File: config.mk
export PLATFORM = sky130hd
export DESIGN_NAME = chacha_host_driver
export DESIGN_NICKNAME = d
export VERILOG_FILES = /design/src/rtl/chacha_host_pkg.sv /design/src/rtl/chacha_host_timer.sv /design/src/rtl/chacha_host_driver.sv
export SDC_FILE = /design/constraint.sdc
export NUM_CORES = 1
export LEC_CHECK = 0
export ABC_CLOCK_PERIOD_IN_PS = 2400
export CAP_MARGIN = 20
export CORE_UTILIZATION = 47
export DETAILED_ROUTE_END_ITERATION = 6
export PLACE_DENSITY = 0.8
export SYNTH_ARGS = -nofsm -noshare
export SYNTH_HDL_FRONTEND = slang
export SYNTH_SLANG_ARGS = --single-unit
File: constraint.sdc
create_clock -name clk -period 2.4 [get_ports clk]
set_clock_uncertainty 0.1 [all_clocks]
set_input_delay 0.36 -clock clk [delete_from_list [all_inputs] [get_ports clk]]
set_output_delay 0.36 -clock clk [all_outputs]
set_load 0.03 [all_outputs]
File: src/rtl/chacha_host_pkg.sv
// Shared state encoding, field sizes and load-order helper for the ChaCha host driver.
package chacha_host_pkg;

   localparam int KEY_BYTES = 32;
   localparam int NNC_BYTES = 8;
   localparam int CTR_BYTES = 8;
   localparam int BLK_BYTES = 64;

   typedef enum logic [2:0] {
      IDLE,
      LD_KEY,
      LD_NNC,
      LD_CTR,
      WAIT_RDY,
      RD_REQ,
      READ
   } state_t;

   // First load state still selected in sel (key, nonce, counter order), else go wait for the core.
   function automatic state_t first_load(input logic [2:0] sel);
      state_t s;
      if (sel[0])      s = LD_KEY;
      else if (sel[1]) s = LD_NNC;
      else if (sel[2]) s = LD_CTR;
      else             s = WAIT_RDY;
      return s;
   endfunction

endpackage

File: src/rtl/chacha_host_timer.sv
// Down-counting timeout for the core block-ready wait; expired fires on the last allowed cycle.
module chacha_host_timer
   import chacha_host_pkg::*;
#(
   parameter int TIMEOUT_CYCLES = 1023
) (
   input  logic clk,
   input  logic rst_n,
   input  logic clear,
   input  logic enable,
   output logic expired
);

   localparam int CW = (TIMEOUT_CYCLES < 2) ? 1 : $clog2(TIMEOUT_CYCLES);
   localparam logic [CW-1:0] LOAD = CW'(TIMEOUT_CYCLES - 1);

   logic [CW-1:0] cnt;

   always_ff @(posedge clk) begin
      if (!rst_n)
         cnt <= '0;
      else if (clear)
         cnt <= LOAD;
      else if (enable && cnt != '0)
         cnt <= cnt - CW'(1);
   end

   assign expired = enable && (cnt == '0);

endmodule

File: src/rtl/chacha_host_driver.sv
// Host-side sequencer for a ChaCha core: loads key/nonce/counter bytes, then streams keystream blocks.
//   state    | meaning
//   IDLE     | ready for a command
//   LD_KEY   | forwarding 32 key bytes to the core
//   LD_NNC   | forwarding 8 nonce bytes
//   LD_CTR   | forwarding 8 counter bytes
//   WAIT_RDY | waiting (timed) for core_blk_ready
//   RD_REQ   | one-cycle block read request
//   READ     | streaming 64 keystream bytes downstream
module chacha_host_driver
   import chacha_host_pkg::*;
#(
   parameter int TIMEOUT_CYCLES = 1023
) (
   input  logic       clk,
   input  logic       rst_n,
   input  logic       cmd_valid,
   output logic       cmd_ready,
   input  logic [2:0] cmd_load,
   input  logic [3:0] cmd_blocks,
   input  logic       in_valid,
   output logic       in_ready,
   input  logic [7:0] in_data,
   output logic       out_valid,
   input  logic       out_ready,
   output logic [7:0] out_data,
   output logic       out_last,
   output logic       err_timeout,
   output logic       core_wr_key,
   output logic       core_wr_nnc,
   output logic       core_wr_ctr,
   output logic       core_rd_blk,
   output logic       core_hold,
   output logic [7:0] core_data_in,
   input  logic       core_blk_ready,
   input  logic [7:0] core_data_out
);

   state_t     state, state_nx;
   logic [2:0] load_q, load_nx;
   logic [4:0] blocks_q, blocks_nx;
   logic [5:0] byte_cnt, byte_nx;
   logic       err_q, err_nx;
   logic       timer_clr, timer_en, timer_exp;
   logic [5:0] field_last;
   logic [2:0] later_sel;

   chacha_host_timer #(.TIMEOUT_CYCLES(TIMEOUT_CYCLES)) u_timer (
      .clk     (clk),
      .rst_n   (rst_n),
      .clear   (timer_clr),
      .enable  (timer_en),
      .expired (timer_exp)
   );

   always_ff @(posedge clk) begin
      if (!rst_n) begin
         state    <= IDLE;
         load_q   <= '0;
         blocks_q <= '0;
         byte_cnt <= '0;
         err_q    <= 1'b0;
      end else begin
         state    <= state_nx;
         load_q   <= load_nx;
         blocks_q <= blocks_nx;
         byte_cnt <= byte_nx;
         err_q    <= err_nx;
      end
   end

   always_comb begin
      state_nx     = state;
      load_nx      = load_q;
      blocks_nx    = blocks_q;
      byte_nx      = byte_cnt;
      err_nx       = err_q;
      cmd_ready    = 1'b0;
      in_ready     = 1'b0;
      out_valid    = 1'b0;
      out_data     = '0;
      out_last     = 1'b0;
      core_wr_key  = 1'b0;
      core_wr_nnc  = 1'b0;
      core_wr_ctr  = 1'b0;
      core_rd_blk  = 1'b0;
      core_hold    = 1'b0;
      core_data_in = '0;
      timer_clr    = 1'b1;
      timer_en     = 1'b0;
      field_last   = 6'(KEY_BYTES - 1);
      later_sel    = load_q & 3'b110;

      case (state)
         IDLE: begin
            cmd_ready = 1'b1;
            if (cmd_valid) begin
               load_nx   = cmd_load;
               blocks_nx = {cmd_blocks == 4'd0, cmd_blocks};
               err_nx    = 1'b0;
               byte_nx   = '0;
               state_nx  = first_load(cmd_load);
            end
         end
         LD_KEY, LD_NNC, LD_CTR: begin
            in_ready     = 1'b1;
            core_data_in = in_data;
            if (state == LD_KEY) begin
               core_wr_key = in_valid;
            end else if (state == LD_NNC) begin
               core_wr_nnc = in_valid;
               field_last  = 6'(NNC_BYTES - 1);
               later_sel   = load_q & 3'b100;
            end else begin
               core_wr_ctr = in_valid;
               field_last  = 6'(CTR_BYTES - 1);
               later_sel   = 3'b000;
            end
            if (in_valid) begin
               if (byte_cnt == field_last) begin
                  byte_nx  = '0;
                  state_nx = first_load(later_sel);
               end else begin
                  byte_nx = byte_cnt + 6'd1;
               end
            end
         end
         WAIT_RDY: begin
            timer_clr = 1'b0;
            timer_en  = 1'b1;
            if (core_blk_ready) begin
               state_nx = RD_REQ;
            end else if (timer_exp) begin
               err_nx   = 1'b1;
               state_nx = IDLE;
            end
         end
         RD_REQ: begin
            core_rd_blk = 1'b1;
            byte_nx     = '0;
            state_nx    = READ;
         end
         READ: begin
            out_valid = 1'b1;
            out_data  = core_data_out;
            core_hold = ~out_ready;
            out_last  = (byte_cnt == 6'(BLK_BYTES - 1)) && (blocks_q == 5'd1);
            if (out_ready) begin
               if (byte_cnt == 6'(BLK_BYTES - 1)) begin
                  byte_nx   = '0;
                  blocks_nx = blocks_q - 5'd1;
                  state_nx  = (blocks_q == 5'd1) ? IDLE : WAIT_RDY;
               end else begin
                  byte_nx = byte_cnt + 6'd1;
               end
            end
         end
         default: state_nx = IDLE;
      endcase

      // Outputs are forced quiet while reset is held, whatever the registered state.
      if (!rst_n) begin
         cmd_ready    = 1'b0;
         in_ready     = 1'b0;
         out_valid    = 1'b0;
         out_data     = '0;
         out_last     = 1'b0;
         core_wr_key  = 1'b0;
         core_wr_nnc  = 1'b0;
         core_wr_ctr  = 1'b0;
         core_rd_blk  = 1'b0;
         core_hold    = 1'b0;
         core_data_in = '0;
      end
   end

   assign err_timeout = err_q && rst_n;

endmodule

==> qor.csv <==
stage,metric,value,unit
status,outcome,"complete, no violations",
global_routing,largest net degree at the start of global routing,17,
cells_and_area,Fillers,335,
sta,total negative setup slack,0,ns
cells_and_area,Antenna diodes,0,
sta,slew margin rel.,73.2,%
global_routing,GRT overflow,0,
yosys,Mapped Area,0.00187,sq mm
place,count of input and output buffers,54,
yosys,Mapped Nets,284,
die,core region area,0.00374,sq mm
power,Power Total,1.81,mW
place,Final HPWL DP,3610,microns
yosys,Post-synth EDFFs,0,
power,P_leak,1.05,nW
yosys,Synth Area in XOR/XNOR,1.88,%
sta,Max Fclk,0.463,GHz
worst_hold_path,Hold Crit Start,byte_cnt[1],
clocking,CTS H-tree depth,1,
worst_setup_path,r2r endpoint,state[0],
worst_setup_path,worst reg-to-reg setup slack,0.26,ns
die,I/O pin cnt,55,
yosys,"area leader, netlist",dfxtp_1,
die,DIE WIDTH,65,microns
die,# rows,22,
sta,Final setup viols,0,
routing,final wirelength,4690,microns
routing,routed vias/inst,5.56,
die,die height,65,microns
power,Power Dens Cells,728,mW/mm^2
worst_setup_path,Worst Reg-to-Reg Cells,7,
worst_hold_path,worst hold endpoint,byte_cnt[1],
sta,hold violation total from the final report,0,
clocking,total CTS buffers,3,
sta,post-layout minimum cycle time,2.16,ns
worst_hold_path,hold path cells,2,
worst_hold_path,hold crit path type,reg -> reg,
routing,drt wl/cell,13.2,microns
worst_setup_path,worst path required time,1.94,ns
yosys,simple-gate share of the synthesized area,37.8,%
sta,unrepaired setup endpoints after global routing,no,
yosys,sequential share of the synthesized area,29.0,%
clocking,Skew-Pair Late Insertion Delay,0.28,ns
yosys,Avg Inst Size Synth,7.46,sq um
routing,number of remaining DRC errors,0,
yosys,asr flop ratio synth,0,%
clocking,root buf cell,clkbuf_8,
routing,DRT Pass-1 Iters,4,
worst_setup_path,CP Max Fanout,16,
cells_and_area,nets,343,
worst_setup_path,Crit Path Class,reg -> out,
worst_setup_path,CP endpoint kind,output port,
clocking,clock tree from TritonCTS,done,
clocking,clk sink count,27,
global_routing,GR Util All Layers,23.9,%
run,max-cap viol count,0,
sta,post-route setup slack,0.241,ns
global_routing,initial antenna violation count,0,
yosys,post-synthesis cell count,250,
sta,Final period util,90.0,%
yosys,Yosys top cell area share,29.0,%
routing,drt initial violations,125,
routing,Detail Route Antenna Nets,0,
place,Placer Congestion,0.820,
worst_setup_path,startpoint type of the worst setup path,register,
yosys,Synth area leaders,"dfxtp_1, nor2_1, nand2_1",
clocking,clk slew on worst S/H paths,0.11,ns
clocking,CTS Buffer Depth,2,
sta,worst slew pin tran,0.396,ns
cells_and_area,layout cells sized above 1,18.2,%
worst_setup_path,R2R Path Start,u_timer.cnt[0],
power,Peak VDD IR,0.000518,V
die,die area,0.00423,sq mm
global_routing,vias in the first global route,1794,
yosys,most used flip-flop cell after synthesis,dfxtp_1,
yosys,fraction of the mapped netlist area in adder cells,3.35,%
routing,via count,1978,
yosys,Synth warnings,0,
cells_and_area,synthesis-to-finish area growth,33.1,%
place,pre-CTS setup slack,0.182,ns
yosys,Synth cell types,49,
yosys,largest family of logic cells by synthesized area,simple AND/OR/NAND/NOR gates,
yosys,Synth Register Bits,27,
worst_setup_path,crit path DAT,1.70,ns
yosys,Synth Area in Compound Gates,19.6,%
yosys,multiplexer area fraction after synthesis,3.76,%
die,Starting Density,49.8,%
clocking,post-CTS setup buffers,0,
global_routing,first-pass GRT wire length,8050,microns
sta,fin. max-slew vios,0,
==> power by group <==
part | leakage (nW) | internal, mW | total (mW) | switching (mW)
combinational | 0.801 | 0.407 | 0.917 | 0.510
clock | 0.0217 | 0.118 | 0.272 | 0.154
sequential | 0.223 | 0.513 | 0.619 | 0.105
==> sequential cells by signal (all words and copies together) (netlist names) <==
name and cells:
u_timer.cnt 10, byte_cnt 6, blocks_q 5, state 3
load_q 2, err_q 1
==> what timing repair did <==
item	in CTS	in global routing
gates resized for setup	0	2
setup endpoints to repair	0	10
hold buffers	0	0
==> through the flow <==
stage	area (sq um)	utilization (%)	instances	hold WS (ns)
5_1_grt	2480	66.3	356	0.431
6_report	2480	66.3	356	0.393
3_3_place_gp	2430	64.9	352	0.359
3_5_place_dp	2430	64.9	352	0.385
4_1_cts	2480	66.2	356	0.399
2_1_floorplan	1870	-	250	0.349
==> synthesized netlist by cell type (all sizes together) (2+ instances only) <==
cell type,number
or3,3
xnor2,3
o221a,2
dfxtp,27
o31ai,4
a311oi,2
nand2,25
nand2b,5
o21ai,10
a21o,3
nand3,12
nor2,32
nor3,13
a211oi,4
o21a,2
nor4,2
o211ai,4
or4,4
nand3b,3
nor4b,2
mux2i,7
and3,13
o31a,2
nand4,2
clkbuf,10
inv,8
and2,9
or2,4
ha,5
a31oi,6
a21oi,11
==> cells by family after synthesis <==
family,Yosys count
AO/OA/AOI/OAI,54
multiplexers,7
flip-flops,27
buffers and inverters,20
adder cells (fa/ha/maj),5
XOR/XNOR,4
AND/OR/NAND/NOR,133
==> how the worst max path moves through the flow <==
| stage | start | end | slack (ns) |
|---|---|---|---|
| detailed placement | out_ready | state[0] | 0.18 |
| global route | state[0] | core_data_in[2] | 0.08 |
| CTS | state[1] | core_data_in[2] | 0.07 |
| floorplan | u_timer.cnt[0] | state[2] | 0.23 |
| finish | state[0] | core_data_in[2] | 0.24 |
| global placement | out_ready | state[1] | 0.22 |
==> routing by layer <==
layer	global-route usage (%)	wire length (microns)	share of wire, %	vias up
li1	-	-	-	1023
met1	33.6	2230	48	892
met2	37.8	2170	46	57
met3	2.29	211	4.5	6
met4	7.78	72	1.5	0
met5	0	0	0	-
==> cells in the final DEF, fill, tap and decap left out, types with 3 or more instances in the layout <==
cell,count
o21ai_0,10
o31ai_1,4
nand3_1,12
and3_1,13
xnor2_1,3
a21oi_1,11
nand2_1,25
a211oi_1,4
a31oi_1,6
or2_2,4
nor3_1,12
clkdlybuf4s50_1,28
nor2_1,31
nand3b_1,3
o211ai_1,4
nand2b_1,5
and2_1,9
buf_4,37
inv_1,8
clkbuf_8,3
a21o_1,3
ha_1,5
mux2i_1,7
dfxtp_1,25
==> worst max-delay path, stage by stage (launching register included) <==
cell	delay, ns
dfxtp_2	0.49
nor2_2	0.08
buf_4	0.17
nor2_1	0.32
and2_1	0.19
buf_4	0.16
==> final cells by class <==
cell class / instances / area (sq um) / area share (%)
Multi-Input combinational cell: 203 / 1240 / 49.9
Timing Repair Buffer: 65 / 558 / 22.5
Sequential cell: 27 / 543 / 21.9
Tap cell: 48 / 60.1 / 2.42
Clock buffer: 3 / 41.3 / 1.66
Inverter: 9 / 33.8 / 1.36
Clock inverter: 1 / 7.51 / 0.302
(Power assumes the default switching activity.)
